==> config.mk <==
export PLATFORM = sky130hd
export DESIGN_NAME = terrain_ram_arbiter
export DESIGN_NICKNAME = d
export VERILOG_FILES = /design/src/rtl/terrain_ram_arbiter.sv
export SDC_FILE = /design/constraint.sdc
export NUM_CORES = 1
export LEC_CHECK = 0
export BUFFER_PORTS_ARGS = -buffer_cell sky130_fd_sc_hd__buf_2
export CAP_MARGIN = 5
export CORE_UTILIZATION = 56
export CTS_CLUSTER_SIZE = 40
export DETAILED_ROUTE_END_ITERATION = 8
export PLACE_DENSITY = 0.85
export SYNTH_ARGS = -nofsm -noshare
export SYNTH_HDL_FRONTEND = slang
export SYNTH_SLANG_ARGS = --single-unit
==> constraint.sdc <==
create_clock -name clk_in -period 4.55 [get_ports clk_in]
set_input_delay 0.6825 -clock clk_in [delete_from_list [all_inputs] [get_ports clk_in]]
set_output_delay 0.6825 -clock clk_in [all_outputs]
set_load 0.005 [all_outputs]
==> src/rtl/terrain_ram_arbiter.sv <==
// Single-port terrain BRAM arbiter: video reads always win, and the LFSR map fill writes
// only in blanking cycles. Tracks fill progress and read-valid timing for the renderer.
module terrain_ram_arbiter #(
  parameter int unsigned ADDR_W      = 16,
  parameter int unsigned FILL_WORDS  = 3600,
  parameter int unsigned RAM_LATENCY = 2
) (
  input  logic              clk_in,
  input  logic              rst_in,
  input  logic              vid_active_in,
  input  logic [ADDR_W-1:0] vid_addr_in,
  output logic              vid_data_out,
  output logic              vid_valid_out,
  input  logic              fill_start_in,
  input  logic              fill_data_in,
  output logic              fill_ready_out,
  output logic              fill_busy_out,
  output logic              fill_done_out,
  output logic              map_valid_out,
  output logic [ADDR_W-1:0] ram_addr_out,
  output logic              ram_din_out,
  output logic              ram_we_out,
  input  logic              ram_dout_in
);

  localparam int unsigned       PipeLen  = RAM_LATENCY + 1;
  localparam logic [ADDR_W-1:0] LastAddr = ADDR_W'(FILL_WORDS - 1);

  typedef enum logic [1:0] {StIdle, StFill, StDone} state_e;

  state_e              state_q, state_d;
  logic [ADDR_W-1:0]   cnt_q, cnt_d;
  logic [ADDR_W-1:0]   addr_q, addr_d;
  logic                din_q, din_d;
  logic                we_q, we_d;
  logic                map_valid_q, map_valid_d;
  logic [PipeLen-1:0]  valid_q, valid_d;
  logic                write_cycle;

  always_comb begin
    state_d     = state_q;
    cnt_d       = cnt_q;
    addr_d      = vid_addr_in;
    din_d       = din_q;
    we_d        = 1'b0;
    map_valid_d = map_valid_q;
    write_cycle = 1'b0;

    unique case (state_q)
      StIdle: begin
        if (fill_start_in) begin
          state_d     = StFill;
          cnt_d       = '0;
          map_valid_d = 1'b0;
        end
      end
      StFill: begin
        if (!vid_active_in) begin
          write_cycle = 1'b1;
          we_d        = 1'b1;
          addr_d      = cnt_q;
          din_d       = fill_data_in;
          if (cnt_q == LastAddr) begin
            state_d = StDone;
          end else begin
            cnt_d = cnt_q + ADDR_W'(1);
          end
        end
        // A restart overrides completion, even on the final write.
        if (fill_start_in) begin
          state_d = StFill;
          cnt_d   = '0;
        end
      end
      StDone: begin
        if (fill_start_in) begin
          state_d = StFill;
          cnt_d   = '0;
        end else begin
          state_d     = StIdle;
          map_valid_d = 1'b1;
        end
      end
      default: state_d = StIdle;
    endcase

    valid_d    = valid_q << 1;
    valid_d[0] = vid_active_in && !write_cycle;
  end

  always_ff @(posedge clk_in or negedge rst_in) begin
    if (!rst_in) begin
      state_q     <= StIdle;
      cnt_q       <= '0;
      addr_q      <= '0;
      din_q       <= 1'b0;
      we_q        <= 1'b0;
      map_valid_q <= 1'b0;
      valid_q     <= '0;
    end else begin
      state_q     <= state_d;
      cnt_q       <= cnt_d;
      addr_q      <= addr_d;
      din_q       <= din_d;
      we_q        <= we_d;
      map_valid_q <= map_valid_d;
      valid_q     <= valid_d;
    end
  end

  assign ram_addr_out   = addr_q;
  assign ram_din_out    = din_q;
  assign ram_we_out     = we_q;
  assign map_valid_out  = map_valid_q;
  assign vid_data_out   = ram_dout_in;
  assign vid_valid_out  = valid_q[PipeLen-1];
  assign fill_busy_out  = (state_q == StFill);
  assign fill_done_out  = (state_q == StDone);
  assign fill_ready_out = (state_q == StFill) && !vid_active_in;

endmodule

Word level (Yosys, flattened, before mapping)
Index checks and enable logic that the tools add are counted.
Cells by class
  $add $sub $neg: 1
  multipliers: 0
  divide/modulo/power cells: 0
  magnitude comparators: 0
  equal/unequal tests: 9
  shift-type cells: 0
  mux-type cells: 18
  bitwise operators: 1
  reduce and logical (&&, ||, !) cells: 12
Operator list (count)
  16-bit two-way mux: 6
  16-bit one-hot mux with 2 select lines: 1
  16-bit by 1-bit adder with 16-bit output (second input constant): 1
  16-bit by 12-bit == test with 1-bit output (second input constant): 1
  2-bit two-way mux: 4
  3-bit != test (second input constant): 2
  2-bit one-hot mux with 3 select lines: 1
  3-bit AND reduction: 2
  1-bit two-way mux: 5
  2-bit != test (second input constant): 2
  4-bit AND reduction: 1
  2-bit nonzero test: 2
  3-bit by 2-bit != test with 1-bit output (second input constant): 1
  2-bit by 1-bit == test with 1-bit output (second input constant): 1
  2-bit == test (second input constant): 1
  1-bit logical AND: 2
  1-bit zero test: 2
  2-bit zero test: 1
  2-bit by 1-bit != test with 1-bit output (second input constant): 1
  1-bit one-hot mux with 2 select lines: 1
  2-bit AND reduction: 1
  2-bit OR reduction: 1
  1-bit NOT: 1
Word-level totals
  bits in registers: 40
  bits in latches: 0
  memory bits (writable): 0
  bits in read-only memories: 0
  bits of input ports: 22
  output and inout port bits: 24
  word-level logic and storage cells: 48
  memories kept: 0

Depth between registers and ports, before layout
  depth after elaboration: 5
  mapped depth: 6
  depth with buffers taken out: 5

Worst setup path before layout
OpenSTA, ideal clock, no wires.
  path kind: in2out
  start point: input vid_active_in
  end point: output fill_ready_out
  arrival: 1.082 ns
  path slack: 2.786 ns
  stages: 3
  buffers on the path: 2
  path through: nor2b_1 buf_4 buf_6
Between the ends
  word-level cells in the longest chain between the ends: 2
Ends and longest elaborated chain
  from (decl): line 10  | input logic vid_active_in,
  1-bit zero test: line 119  | assign fill_ready_out = (state_q == StFill) && !vid_active_in;
  1-bit logical AND: line 119
  to (decl): line 16  | output logic fill_ready_out,
No other way between the ends.

Worst setup path after layout
  start point: register cnt_q[0]
  end point: register cnt_q[5]
Between the ends
  word-level cells in the longest chain between the ends: 5
  elaborated cells between the ends (all ways): 8
Ends and longest elaborated chain
  from (decl): line 32  | logic [ADDR_W-1:0] cnt_q, cnt_d;
  from (signal assigned): line 102  | cnt_q <= cnt_d;
  16-bit by 1-bit adder with 16-bit output: line 66  | cnt_d = cnt_q + ADDR_W'(1);
  16-bit two-way mux: line 63  | if (cnt_q == LastAddr) begin
  16-bit two-way mux: line 58  | if (!vid_active_in) begin
  16-bit two-way mux: line 70  | if (fill_start_in) begin
  16-bit one-hot mux with 2 select lines: line 49  | unique case (state_q)
Several ways; a longest one is shown, not always the timed one. The select of a mux whose other input is x is not followed.
A chain may end at the register's enable or synchronous reset.

==> run metrics <==
period utilization=0.470; top_reg_cell synth=dfrtp_1; Final Wtd Congestion=0.898; RSZ-0062 raised after global routing=no; die footprint=0.00362 mm^2; DIE WIDTH=60.2 um; Final Setup Violations=0; Cells after Synth=167; initial antenna violation count=0; setup tns final=0 ns; synthesized flop and latch total=40; Mapped Area=0.00189 mm^2; status=completed; nature of the critical path startpoint=flip-flop; H-tree depth=2; fin crit period=2.14 ns; vias in the first global route=1394; post-CTS setup repair buffer count=0; max_slew headroom=0.439; Routed Antenna Nets=0; vias=1503; Remaining Overflow, GRT=0; Pre-Repair DR Iteration Count=4; final hold violations=0; maximum vdd drop=0.000217 V; top-level I/O count=46; hpwl dp=2680 um; Max Slew Vio Count=0; share of cells above drive strength 1=0.265; CTS max path bufs=2; Global Route Usage Sum=0.242; # hold bufs at CTS=0; Via density=5.89; asr flop ratio synth=1.00; Final nets=233; Worst EP required=4.76 ns; Max Freq=0.468 GHz; Simple-Gate Fraction of Synth Area=0.172; Synth Area in XOR/XNOR=0; sequential area share after synthesis=0.528; Post-Syn Area per Cell=11.3 um^2; maximum number of pins on one net before global-route repair=41; synth unique cells=36; Setup crit end kind=flip-flop; PD cells=293 mW/mm^2; starting density of the core=0.606; routed wire length=3840 um; die height=60.2 um; Top Metal Used=met4; WL per Instance=15.1 um; FP Rows=20; adder-cell area share of the yosys netlist=0.00661; WL met3=237 um; Yosys warning count=0; Ant. Diodes=0; critical path class=flip-flop to flip-flop; Max Cap Violations=0; Compound-Gate Fraction of Synth Area=0.145; core area=0.00313 mm^2; Worst-path clk slew=0.12 ns; Critical Path AT=2.35 ns; Layout area overhead=15.0%; M1 WL=1630 um; Remaining DRCs=0; Worst Tran Pin Value=0.841 ns; Worst-Skew Late Latency=0.35 ns; pre-CTS setup slack=2.47 ns; EDFF count, synth=0; post-synthesis mux area share=0.106; CTS tree=built; iteration-0 DRC count of the detailed router=37; PortBufs=43; HP Class=flip-flop to flip-flop; Worst Clk Skew=0.0124 ns; Static Leak=0.00104 uW; clk sink count=40; met2 WL=1880 um; post-CTS sizing=0; CTS Buf Count=5; first-pass GRT wire length=6230 um; final worst slack=2.41 ns; CP Max Fanout=15; Post-Syn Nets=190; root cell of the clock tree=clkbuf_4; largest family of logic cells by synthesized area=simple AND/OR/NAND/NOR gates
[worst paths after layout]
| kind | start | endpoint | slack [ns] | depth (start not counted) |
|---|---|---|---|---|
| worst max-delay path | cnt_q[0] | cnt_q[5] | 2.41 | 5 |
| worst min-delay path | valid_q[1] | valid_q[2] | 0.37 | 0 |
| worst max register to register | cnt_q[0] | cnt_q[5] | 2.41 | 5 |
| worst min register to register | valid_q[1] | valid_q[2] | 0.37 | 0 |
| max in group asynchronous | rst_in | map_valid_out | 3.59 | 1 |
| min in group asynchronous | rst_in | ram_din_out | 0.42 | 1 |
[cell usage after synthesis (all sizes together), types with 4 or more instances]
master	number	share of area
dfrtp	40	0.53
a31oi	20	0.066
mux2	17	0.10
o21ai	11	0.029
nand2	7	0.014
nand3	7	0.018
buf	6	0.025
inv	6	0.012
nand2b	6	0.020
and3	5	0.017
nor2b	5	0.017
a41oi	4	0.022
nand4	4	0.013
nor2	4	0.0079
nor3	4	0.017
[power by group]
part / total [uW] / switching [uW] / internal (uW) / leakage, uW
combinational: 67.8 / 36.5 / 31.3 / 0.000487
clock: 183 / 107 / 76.3 / 0.0000326
sequential: 388 / 13.5 / 374 / 0.000516
[layout by cell type (no fill, tap or decap), drive strengths merged, types with 3 or more instances in the layout]
cell and n:
and3 5, a31oi 20, inv 6, nand3 7, a21oi 3, buf 44
nor2 4, nor3 4, nand4 4, and4 3, a41oi 4, clkbuf 8
mux2 17, nor2b 5, nand2 7, dfrtp 40, o21ai 11, nand2b 6
nor4 3
[sequential cells by signal, summed over array words and instances, names as in the netlist]
name and flops:
ram_we_out 1, valid_q 3, state_q 2, ram_din_out 1, cnt_q 16, ram_addr_out 16, map_valid_out 1
[metrics by stage]
stage	util	hold slack, ns	total power (uW)	instances	cell area, um^2
detailed placement	0.678	0.342	463	247	2120
global route	0.696	0.381	670	255	2180
floorplan	-	0.331	429	167	1890
global placement	0.678	0.333	459	247	2120
CTS	0.696	0.373	648	255	2180
finish	0.696	0.368	639	255	2180
[final cells by class]
cell class	instances	area [um^2]
fill	252	950
inverter	6	22.5
tap	44	55.1
clock buffer	8	58.8
sequential	40	1000
multi-input combinational	113	818
timing repair buffer	44	223
[critical path, stage by stage (launching register included)]
cell and delay [ns]:
dfrtp_1 0.45, ha_1 0.24, and3_1 0.25, nand4_1 0.59, a41oi_1 0.41, a31oi_1 0.06
[cells by family after synthesis]
| family | count (synthesis) |
|---|---|
| adders and majority gates | 1 |
| buffers and inverters | 14 |
| muxes | 18 |
| DFF | 40 |
| and+or+nand+nor | 52 |
| AOI/OAI and AO/OA | 42 |
[metal layers]
layer  GRT usage  vias to the layer above
met4       0.143                        0
met2       0.396                       53
li1            -                      720
met1       0.286                      721
met3      0.0584                        9
met5           0                        -
Note: power is estimated with default switching activity, not from simulation.
